--- src/rtl/tt_sweep_pkg.sv ---
// Shared types and defaults for the truth-table sweeper.
//   sweep_state_e   : sweep FSM state encoding
//   DefNIn          : default number of gate-under-test inputs
//   DefSettleCycles : default hold time per input combination
//   tt_rows(n)      : number of truth-table rows for n inputs (2**n)
package tt_sweep_pkg;

    typedef enum logic [1:0] {
        StIdle,
        StApply,
        StSample,
        StFinish
    } sweep_state_e;

    localparam int unsigned DefNIn          = 3;
    localparam int unsigned DefSettleCycles = 4;

    function automatic int unsigned tt_rows(input int unsigned n);
        return 32'd1 << n;
    endfunction

endpackage

--- src/rtl/settle_counter.sv ---
// Hold timer for one truth-table row.
//   clk   : clock, rising edge
//   rst   : synchronous active-high reset
//   clr_i : return the count to zero (wins over en_i)
//   en_i  : advance the count by one
//   tc_o  : count has reached MaxCount-1, i.e. the row has been held MaxCount cycles
module settle_counter #(
    parameter int unsigned MaxCount = 4
) (
    input  logic clk,
    input  logic rst,
    input  logic clr_i,
    input  logic en_i,
    output logic tc_o
);

    // Wide enough to hold MaxCount: the count steps once past terminal before being cleared.
    localparam int unsigned             CntW  = $clog2(MaxCount + 1);
    localparam logic [CntW-1:0]         TcVal = CntW'(MaxCount - 1);

    logic [CntW-1:0] cnt_q;

    always_ff @(posedge clk) begin
        if (rst) begin
            cnt_q <= '0;
        end else if (clr_i) begin
            cnt_q <= '0;
        end else if (en_i) begin
            cnt_q <= cnt_q + 1'b1;
        end
    end

    assign tc_o = (cnt_q == TcVal);

endmodule

--- src/rtl/truth_table_sweeper.sv ---
// Drives every input combination of an N_IN-input gate in ascending order, holds each for
// SETTLE_CYCLES, samples the gate output and compares the assembled table to an expected one.
//   clk           : clock, rising edge
//   rst           : synchronous active-high reset
//   start         : begin a sweep (only looked at while idle)
//   expected      : expected table, bit i = gate output for stim == i; latched on start
//   stim          : gate inputs, MSB-first (stim[N_IN-1] -> first gate input)
//   gut_out       : gate output, assumed synchronous to clk
//   busy          : sweep in progress
//   done          : one-cycle pulse at the end of a sweep
//   pass          : observed table matched expected; valid from done until next start
//   observed      : captured table, bit i = gut_out sampled while stim == i
//   mismatch_mask : observed ^ latched expected; valid with pass
module truth_table_sweeper
    import tt_sweep_pkg::*;
#(
    parameter int unsigned N_IN          = DefNIn,
    parameter int unsigned SETTLE_CYCLES = DefSettleCycles
) (
    input  logic                        clk,
    input  logic                        rst,
    input  logic                        start,
    input  logic [tt_rows(N_IN)-1:0]    expected,
    output logic [N_IN-1:0]             stim,
    input  logic                        gut_out,
    output logic                        busy,
    output logic                        done,
    output logic                        pass,
    output logic [tt_rows(N_IN)-1:0]    observed,
    output logic [tt_rows(N_IN)-1:0]    mismatch_mask
);

    localparam int unsigned     Rows    = tt_rows(N_IN);
    localparam logic [N_IN-1:0] LastIdx = N_IN'(Rows - 1);

    sweep_state_e    state_q;
    logic [N_IN-1:0] idx_q;
    logic [Rows-1:0] exp_q;
    logic [Rows-1:0] observed_q;
    logic [Rows-1:0] mismatch_q;
    logic            busy_q;
    logic            done_q;
    logic            pass_q;

    logic cnt_clr;
    logic cnt_en;
    logic cnt_tc;

    // Timer restarts at each row: held at zero while idle and during the sample cycle.
    assign cnt_clr = (state_q == StIdle) || (state_q == StSample);
    assign cnt_en  = (state_q == StApply);

    settle_counter #(
        .MaxCount (SETTLE_CYCLES)
    ) u_settle_counter (
        .clk   (clk),
        .rst   (rst),
        .clr_i (cnt_clr),
        .en_i  (cnt_en),
        .tc_o  (cnt_tc)
    );

    always_ff @(posedge clk) begin
        if (rst) begin
            state_q    <= StIdle;
            idx_q      <= '0;
            exp_q      <= '0;
            observed_q <= '0;
            mismatch_q <= '0;
            busy_q     <= 1'b0;
            done_q     <= 1'b0;
            pass_q     <= 1'b0;
        end else begin
            done_q <= 1'b0;
            unique case (state_q)
                StIdle: begin
                    if (start) begin
                        idx_q      <= '0;
                        observed_q <= '0;
                        exp_q      <= expected;
                        busy_q     <= 1'b1;
                        state_q    <= StApply;
                    end
                end
                StApply: begin
                    if (cnt_tc) begin
                        state_q <= StSample;
                    end
                end
                StSample: begin
                    observed_q[idx_q] <= gut_out;
                    // Terminal compare instead of a carry bit: stim parks on the last row.
                    if (idx_q != LastIdx) begin
                        idx_q   <= idx_q + 1'b1;
                        state_q <= StApply;
                    end else begin
                        state_q <= StFinish;
                    end
                end
                StFinish: begin
                    done_q     <= 1'b1;
                    pass_q     <= (observed_q == exp_q);
                    mismatch_q <= observed_q ^ exp_q;
                    busy_q     <= 1'b0;
                    state_q    <= StIdle;
                end
                default: begin
                    state_q <= StIdle;
                end
            endcase
        end
    end

    assign stim          = idx_q;
    assign busy          = busy_q;
    assign done          = done_q;
    assign pass          = pass_q;
    assign observed      = observed_q;
    assign mismatch_mask = mismatch_q;

endmodule

--- config.mk ---
export PLATFORM = sky130hd
export DESIGN_NAME = truth_table_sweeper
export DESIGN_NICKNAME = d
export VERILOG_FILES = /design/src/rtl/tt_sweep_pkg.sv /design/src/rtl/settle_counter.sv /design/src/rtl/truth_table_sweeper.sv
export SDC_FILE = /design/constraint.sdc
export NUM_CORES = 1
export LEC_CHECK = 0
export CAP_MARGIN = 30
export CORE_MARGIN = 1
export CORE_UTILIZATION = 24
export CTS_CLUSTER_SIZE = 20
export DETAILED_ROUTE_END_ITERATION = 7
export GPL_ROUTABILITY_DRIVEN = 0
export PLACE_DENSITY = 0.51
export REMOVE_ABC_BUFFERS = 1
export SYNTH_ARGS = -nofsm -noshare
export SYNTH_HDL_FRONTEND = slang
export SYNTH_SLANG_ARGS = --single-unit
--- constraint.sdc ---
create_clock -name clk -period 1.8 [get_ports clk]
set_input_delay 0.27 -clock clk [delete_from_list [all_inputs] [get_ports clk]]
set_output_delay 0.27 -clock clk [all_outputs]
set_load 0.05 [all_outputs]
==> out/metrics.yaml <==
outcome:
  status: "completed"
worst_setup_path:
  reg2regPathDepth: 5
  startpoint_type: "flop"
  worstReg2RegStart: "stim[0]$_SDFFE_PP0P_"
  crit_path_end_kind: "primary output"
  timing.critical_path.buf_inv: 1
  r2r-end: "stim[2]$_SDFFE_PP0P_"
  crit_path_top_delay_cell: "clkdlybuf4s50_1"
  cp.arrival_ns: 1.43
  cp_top_family: "buffers and inverters"
  max_stage_delay_ns: 0.80
  reg2reg_setup_slack_ns: 0.32
  crit_chain: "clkdlybuf4s50_1"
  cp_max_fo: 2
  cp.required_ns: 1.53
  path_class: "flop to primary output"
yosys:
  synth_flop_cell: "dfxtp_1"
  synth.avg_cell_area_um2: 8.75
  ys_warn_count: 0
  synthCells: 178
  synth-async-reset-ratio_pct: 0
  postSynthRegisterBits: 35
  synth_edf_count: 0
  yosysSeqAreaShare_pct: 45.0
  synth.distinct_cells: 32
  syn-cell-area_um2: 1560
final_layout:
  nets: 230
  area_delta_synth_final_pct: 29.7
  design_area_um2: 2020
  drive_gt1_share_pct: 15.3
  antenna_cells: 0
  fillers: 669
min_path:
  holdPathStages: 2
  hold_class: "flop to flop"
  hold_start: "exp_q[4]$_SDFFE_PP0P_"
  min_to: "exp_q[4]$_SDFFE_PP0P_"
timing:
  rsz0062_at_grt: "no"
  finalClockSkew_ns: 0.00477
  finalSetupViolCount: 0
  relSlewSlack_pct: 67.0
  fin_crit_ns: 1.70
  period_share_pct: 94.2
  timing.final.hold_violations: 0
  tns_ns: 0
  fmax_mhz: 590
  finalMaxSlewViolations: 0
  tightest_slew_ns: 0.493
clock_network:
  cts_tree: "yes"
  clock_sinks: 35
  cts_resized: 0
  htree_levels: 2
  numCtsBuffers: 5
  cts_root_buf: "clkbuf_8"
  postCtsHoldBufs: 0
  clock_latency_ns: 0.29
  clk_pin_slew_worst_paths_ns: 0.07
  postCtsSetupRepairBufs: 0
  clk_path_buf_depth: 2
grt:
  antenna_found_initial: 0
  grt.total_usage_pct: 11.2
  grt_pass1_wl_mm: 5.66
  first_global_vias: 1194
  grt.overflow.total: 0
  grt_max_degree: 34
route:
  route.detailed.drc: 0
  vias: 1317
  ant_nets: 0
  drt_iter0_markers: 91
  wirelength_mm: 3.49
  first_pass_iters: 4
  vias_per_cell: 4.54
  wl_per_cell_um: 12.0
floorplanning:
  rows: 28
  core_area_um2: 6100
  initial_core_util_pct: 25.6
  die_w_um: 82.6
  ioPinCount: 34
  dieArea_um2: 6820
  die_h_um: 82.6
pwr:
  peakVddDrop_mv: 0.232
  powerDensity_nw_per_um2: 739
  static-leakage-power_nw: 0.742
flow_run:
  drv_cap: 0
place:
  placed_cell_area_um2: 1940
  place_hpwl_mm: 2.53
  place.port_buffers: 33
[metal layers]
metal	global-route usage, %	wire, µm
met5	0	0
met4	5.17	49
met3	3.08	157
met2	18.0	1640
met1	13.9	1640
[cell usage after synthesis (all sizes together) (2+ instances only)]
master,count,share of area (%)
o211ai,8,3.9
and2,2,0.80
clkbuf,5,1.2
a211oi,5,2.4
or3b,4,2.2
dfxtp,35,45
xor2,4,2.2
nor3,4,1.3
nand2b,3,1.2
buf,8,4.3
xnor2,5,2.8
ha,4,3.2
nand3,11,3.5
nor3b,4,2.2
nor2,18,4.3
nand3b,4,1.9
a21oi,23,7.4
nand2,22,5.3
[power breakdown]
part	leakage, nW	switching, mW	internal, mW	total, mW
combinational	0.417	0.0680	0.0623	0.130
sequential	0.284	0.0145	0.791	0.805
clock	0.0412	0.288	0.270	0.558
total	0.742	0.370	1.12	1.49
[stage by stage]
| step | power, mW | setup slack [ns] | std cells | utilization [%] | hold slack (ns) |
|---|---|---|---|---|---|
| floorplan | 0.883 | 0.0471 | 165 | - | 0.339 |
| global placement | 0.956 | 0.175 | 282 | 31.8 | 0.458 |
| detailed placement | 0.957 | 0.162 | 282 | 31.8 | 0.460 |
| CTS | 1.53 | 0.0779 | 290 | 33.1 | 0.471 |
| global route | 1.56 | 0.0456 | 290 | 33.1 | 0.487 |
| finish | 1.49 | 0.105 | 290 | 33.1 | 0.467 |
[worst max-delay path by stage]
stage,startpoint,endpoint,slack (ns),depth (start not counted)
after global routing,mismatch_mask[6]$_SDFFE_PP0P_,mismatch_mask[6],0.05,1
after detailed placement,start,observed[6]$_SDFFE_PP0P_,0.16,5
after CTS,mismatch_mask[5]$_SDFFE_PP0P_,mismatch_mask[5],0.08,1
final,mismatch_mask[1]$_SDFFE_PP0P_,mismatch_mask[1],0.10,1
after floorplan,stim[0]$_SDFFE_PP0P_,stim[1]$_SDFFE_PP0P_,0.05,5
after global placement,start,observed[1]$_SDFFE_PP0P_,0.17,5
[placed cells by master (no fill, tap or decap), drive strengths merged]
master	count
nand3b	4
nand3	11
o31ai	1
or3b	4
buf	20
clkinvlp	1
ha	4
nor2	18
mux2i	1
clkinv	1
xor2	4
clkdlybuf4s50	22
a21oi	23
or3	1
nor2b	1
o21bai	1
inv	1
nand2b	3
nor3b	4
and2	2
or4	1
a211oi	5
xnor2	5
nor3	4
o211ai	8
clkbuf	6
nand2	22
and3b	1
dfxtp	35
nand4	1
[sequential cells by signal, indices dropped and copies added, names as in the netlist]
name / cells
stim: 3
done: 1
mismatch_mask: 8
observed: 8
pass: 1
busy: 1
state_q: 2
exp_q: 8
u_settle_counter.cnt_q: 3
[area by class of cell]
cell class	instances	area (µm²)	share of cell area (%)
inverters	1	3.75	0.186
flip-flops and latches	35	701	34.7
repair buffers	42	370	18.3
well taps	75	93.8	4.64
clock inverters	2	12.5	0.619
clock buffers	6	72.6	3.59
multi-input cells	129	767	38.0
[kinds of logic (layout without fill, tap and decap cells)]
logic type | Yosys count | in the layout | share of synthesized area (%)
and+or+nand+nor | 77 | 77 | 25.4
AOI/OAI and AO/OA | 38 | 38 | 14.9
DFF | 35 | 35 | 45.0
buffers and inverters | 14 | 51 | 5.78
xor gates and xnor gates | 9 | 9 | 5.06
adders and majority gates | 4 | 4 | 3.21
muxes | 1 | 1 | 0.643
No activity file was read; power rests on OpenSTA's default activity.
